`src/rtl/cpu_host_driver_pkg.sv`:
```
// Shared encodings for the CPU host command driver.
// Command kinds, FSM states and the default EXEC settle time.
package cpu_host_driver_pkg;

    localparam int unsigned EXEC_WAIT_DEF = 3;

    typedef enum logic [1:0] {
        KIND_LOAD = 2'b00,
        KIND_EXEC = 2'b01,
        KIND_READ = 2'b10,
        KIND_ILL  = 2'b11
    } kind_t;

    typedef enum logic [1:0] {
        ST_IDLE   = 2'b00,
        ST_DRIVE  = 2'b01,
        ST_WAIT   = 2'b10,
        ST_RESULT = 2'b11
    } state_t;

endpackage

```
`src/rtl/cpu_host_driver.sv`:
```
// Host-side driver: turns LOAD/EXEC/READ commands into CPU strobes
// and hands results to a valid/ready consumer.
module cpu_host_driver
    import cpu_host_driver_pkg::*;
#(
    parameter int unsigned EXEC_WAIT = EXEC_WAIT_DEF
) (
    input  logic        clk,
    input  logic        rst,
    input  logic        cmd_valid,
    output logic        cmd_ready,
    input  logic [1:0]  cmd_kind,
    input  logic [2:0]  cmd_reg,
    input  logic [3:0]  cmd_op,
    input  logic [7:0]  cmd_data,
    input  logic        cmd_cin,
    output logic [7:0]  cpu_data_in,
    output logic [7:0]  cpu_opcode,
    output logic        cpu_cin,
    output logic        cpu_load,
    output logic        cpu_ce,
    input  logic [7:0]  cpu_data_out,
    output logic        res_valid,
    input  logic        res_ready,
    output logic [7:0]  res_data,
    output logic        cmd_err,
    output logic [15:0] cmd_count
);

    localparam int unsigned CW = (EXEC_WAIT > 1) ? $clog2(EXEC_WAIT) : 1;

    state_t          state;
    logic [CW-1:0]   wait_cnt;
    logic            is_exec;

    assign cmd_ready = (state == ST_IDLE);

    always_ff @(posedge clk or posedge rst) begin
        if (rst) begin
            state       <= ST_IDLE;
            wait_cnt    <= '0;
            is_exec     <= 1'b0;
            cpu_data_in <= 8'h00;
            cpu_opcode  <= 8'h00;
            cpu_cin     <= 1'b0;
            cpu_load    <= 1'b0;
            cpu_ce      <= 1'b0;
            res_valid   <= 1'b0;
            res_data    <= 8'h00;
            cmd_err     <= 1'b0;
            cmd_count   <= 16'h0000;
        end else begin
            case (state)
                ST_IDLE: begin
                    if (cmd_valid) begin
                        cmd_count <= cmd_count + 16'd1;
                        is_exec   <= 1'b0;
                        case (kind_t'(cmd_kind))
                            KIND_LOAD: begin
                                state       <= ST_DRIVE;
                                cpu_ce      <= 1'b1;
                                cpu_load    <= 1'b1;
                                cpu_data_in <= cmd_data;
                                cpu_opcode  <= {1'b0, cmd_reg, 4'h0};
                            end
                            KIND_EXEC: begin
                                state      <= ST_DRIVE;
                                cpu_ce     <= 1'b1;
                                cpu_load   <= 1'b0;
                                cpu_opcode <= {1'b0, cmd_reg, cmd_op};
                                cpu_cin    <= cmd_cin;
                                is_exec    <= 1'b1;
                            end
                            KIND_READ: begin
                                state     <= ST_RESULT;
                                res_valid <= 1'b1;
                                res_data  <= cpu_data_out;
                            end
                            KIND_ILL: begin
                                cmd_err <= 1'b1;
                            end
                        endcase
                    end
                end
                ST_DRIVE: begin
                    cpu_ce   <= 1'b0;
                    cpu_load <= 1'b0;
                    if (is_exec) begin
                        state    <= ST_WAIT;
                        wait_cnt <= CW'(EXEC_WAIT - 1);
                    end else begin
                        state <= ST_IDLE;
                    end
                end
                ST_WAIT: begin
                    // Capture on the final settle edge, not before.
                    if (wait_cnt == '0) begin
                        state     <= ST_RESULT;
                        res_valid <= 1'b1;
                        res_data  <= cpu_data_out;
                    end else begin
                        wait_cnt <= wait_cnt - CW'(1);
                    end
                end
                ST_RESULT: begin
                    if (res_ready) begin
                        state     <= ST_IDLE;
                        res_valid <= 1'b0;
                    end
                end
                default: state <= ST_IDLE;
            endcase
        end
    end

endmodule

```
`config.mk`:
```
export PLATFORM = sky130hd
export DESIGN_NAME = cpu_host_driver
export DESIGN_NICKNAME = d
export VERILOG_FILES = /design/src/rtl/cpu_host_driver_pkg.sv /design/src/rtl/cpu_host_driver.sv
export SDC_FILE = /design/constraint.sdc
export NUM_CORES = 1
export LEC_CHECK = 0
export CAP_MARGIN = 20
export CORE_UTILIZATION = 44
export CTS_CLUSTER_DIAMETER = 60
export DETAILED_ROUTE_END_ITERATION = 8
export GPL_TIMING_DRIVEN = 0
export PLACE_DENSITY = 0.79
export SYNTH_ARGS = -nofsm -noshare
export SYNTH_HDL_FRONTEND = slang
export SYNTH_SLANG_ARGS = --single-unit
```
`constraint.sdc`:
```
create_clock -name clk -period 1.75 [get_ports clk]
set_input_delay 0.175 -clock clk [delete_from_list [all_inputs] [get_ports clk]]
set_output_delay 0.175 -clock clk [all_outputs]
set_load 0.02 [all_outputs]
```
==> qor.txt <==
Final #Nets -> 291
Final setup vio count -> 0
Max frequency -> 596 MHz
Placement Cell Area -> 0.00293 sq mm
Die H -> 71.2 um
Global-route met3 utilization -> 4.99%
P_sw -> 1.79 mW
Final hold violations -> 0
Finished Cell Area -> 0.00302 sq mm
Pre-CTS setup slack -> -0.267 ns
Int Power -> 3.06 mW
TritonRoute pass-1 iters -> 6
Worst setup SP type -> register
Pwr per Cell Area -> 1600 mW/mm^2
Post-synth EDFFs -> 0
Drt total wl -> 4.18 mm
Max Cap Viol -> 0
VDD IR max -> 0.000835 V
Register share of total power -> 37.9%
DRC viols -> 4
Area occupied by registers -> 0.00123 sq mm
Async S/R FF share, synth -> 100%
Global-route wire length before repair -> 6.88 mm
Max-slew violation count -> 0
Post-synthesis register bit count -> 49
Busiest grt layer -> met2
Clock sink count -> 49
Die X-Extent -> 71.2 um
Initial antenna violation count -> 0
Worst setup EP type -> register
Clock Pin Slew Worst Setup and Hold Paths -> 0.08 ns
Ys Warns -> 0
Crit-path max FO -> 8
Clock Tree Buf Depth -> 2
Die area -> 0.00507 sq mm
Routability cong. -> 0.797
H-tree levels -> 2
Mapped Nets -> 208
Violated checks -> DRC
Via count -> 1,583
TNS Setup -> 0 ns
Root Driver -> clkbuf_8
GR Util All Layers -> 17.2%
Measured slew at the worst slew-check pin -> 0.528 ns
Area Overhead vs Synth -> 43.5%
Synthesized area -> 0.00211 sq mm
Met2 usage -> 28.8%
Slew margin rel. -> 64.7%
Total power -> 4.85 mW
Initial core utilization -> 47.1%
Vias in the first global route -> 1,550
Fin crit period -> 1.68 ns
Synth top area share -> 58.2%
Post-route setup slack -> 0.0735 ns
CP Data Arrival Time -> 1.86 ns
Met1 usage in global routing -> 22.3%
DP Wirelength -> 3.06 mm
Routed length per instance -> 13.5 um
CTS tree -> done
P_leak -> 1.35 nW
Post-synth top cells -> dfrtp_1 (49), nand2_1 (31), mux2_2 (18)
IO buf count -> 73
Final hold slack -> 0.178 ns
Register area share after synthesis -> 58.2%
WS Path Type -> register to register
Status -> complete, but fails checks
Routed Antenna Nets -> 0
Worst-Skew Late Latency -> 0.29 ns
Gate Count Post-Synth -> 176
Filler cells -> 374
Fraction of layout cells with a size suffix above 1 -> 15.5%
Congestion Overflow GR -> 0
Count leader, synth -> dfrtp_1
Crit path from -> wait_cnt[0]
Ys flop type -> dfrtp_1
Ports -> 76
Final period util -> 95.8%
Clock power frac -> 12.6%
Row count -> 24
Max Clock Skew -> 0.00763 ns
Largest net degree at the start of global routing -> 34
Multi-input gate area -> 836 sq um
Hold Path Class -> input port to async pin
Largest area contributor in the netlist -> dfrtp_1
Placeable Area -> 0.00447 sq mm
Initial drt markers -> 69
CTS Hold Buffers Added -> 0
Antenna Cells -> 0
Req. time, crit path -> 1.94 ns
Via density per instance -> 5.11
Yosys cell types -> 36
Reg-to-Reg Start -> wait_cnt[0]
Combinational share of power -> 49.5%
Cts bufs inserted -> 5
Largest cells by area after synthesis -> dfrtp_1 (58%), mux2_2 (9.6%), nand2_1 (5.5%)
Sw Ratio -> 36.9%
Post-Syn Area per Cell -> 12.0 sq um
## critical path, cell delays in order, from the launching register on
cell and delay [ns]:
dfrtp_1 0.39, inv_1 0.06, ha_1 0.20, nor2b_1 0.43, nor3_4 0.07, buf_12 0.16
mux2_2 0.26
## repair_timing
action,CTS,global route
pin swaps,0,1
cloned,0,1
buffers inserted,0,1
endpoints found under the hold margin,0,0
setup endpoints to repair,1,14
gates resized for setup,1,0
## per-stage QoR
stage	std cells	util (%)
2_1_floorplan	176	-
3_3_place_gp	301	64.9
3_5_place_dp	302	65.4
4_1_cts	308	67.0
5_1_grt	310	67.6
6_report	310	67.6
## path summary, 6_finish.rpt
check,end,slack [ns],cells past startpoint
max,res_data[5],0.07,6
min,cpu_opcode[2],0.18,2
max reg2reg,res_data[5],0.07,6
min reg2reg,cmd_count[15],0.47,1
max in group asynchronous,cmd_count[5],1.07,3
min in group clk,cpu_opcode[2],0.22,3
## power groups by stage
| stage | Combinational [mW] | Sequential, mW | Clock, mW |
|---|---|---|---|
| finish | 2.40 | 1.84 | 0.612 |
| global placement | 2.32 | 1.85 | 0 |
| floorplan | 0.898 | 2.29 | 0 |
| CTS | 2.36 | 1.85 | 0.631 |
| detailed placement | 2.36 | 1.87 | 0 |
| global route | 2.56 | 1.89 | 0.666 |
## registers in the layout, indices dropped and copies added, names as in the netlist
| name | flops |
|---|---|
| cmd_count | 16 |
| cpu_data_in | 8 |
| res_data | 8 |
| cpu_opcode | 7 |
| state | 2 |
| wait_cnt | 2 |
| cmd_err | 1 |
| cpu_ce | 1 |
| cpu_cin | 1 |
| cpu_load | 1 |
| is_exec | 1 |
| res_valid | 1 |
## routing by layer
layer / share of wire, % / up-vias
met5: 0 / -
met4: 0.60 / 0
met3: 5.7 / 4
met2: 48 / 47
met1: 45 / 775
li1: - / 757
## area by class of cell
type                       count  area share [%]
sequential                    49            40.5
multi-input combinational    117            27.6
timing repair buffer          75            25.4
clock buffer                   5            2.28
tap                           52            2.15
buffer                         5            1.03
inverter                       6           0.745
clock inverter                 1           0.165
## cells by family after synthesis
| family | share of synthesized area (%) |
|---|---|
| buffers and inverters | 2.55 |
| flip-flops | 58.2 |
| AND/OR/NAND/NOR | 17.3 |
| adder cells (fa/ha/maj) | 1.19 |
| AO/OA/AOI/OAI | 4.69 |
| XOR/XNOR | 6.23 |
| other | 0.178 |
| multiplexers | 9.62 |
## cell usage in the layout, fill, tap and decap left out, types with 3 or more instances in the layout
cell / n
clkdlybuf4s50_1: 72
o21ai_0: 5
mux2_2: 18
nand3_1: 9
dfrtp_1: 49
xnor2_1: 11
nand4_1: 3
nor2_1: 4
inv_1: 5
nand2_1: 31
and3_1: 4
buf_4: 3
xor2_1: 4
clkbuf_8: 5
a21oi_1: 4
(Power assumes the default switching activity.)
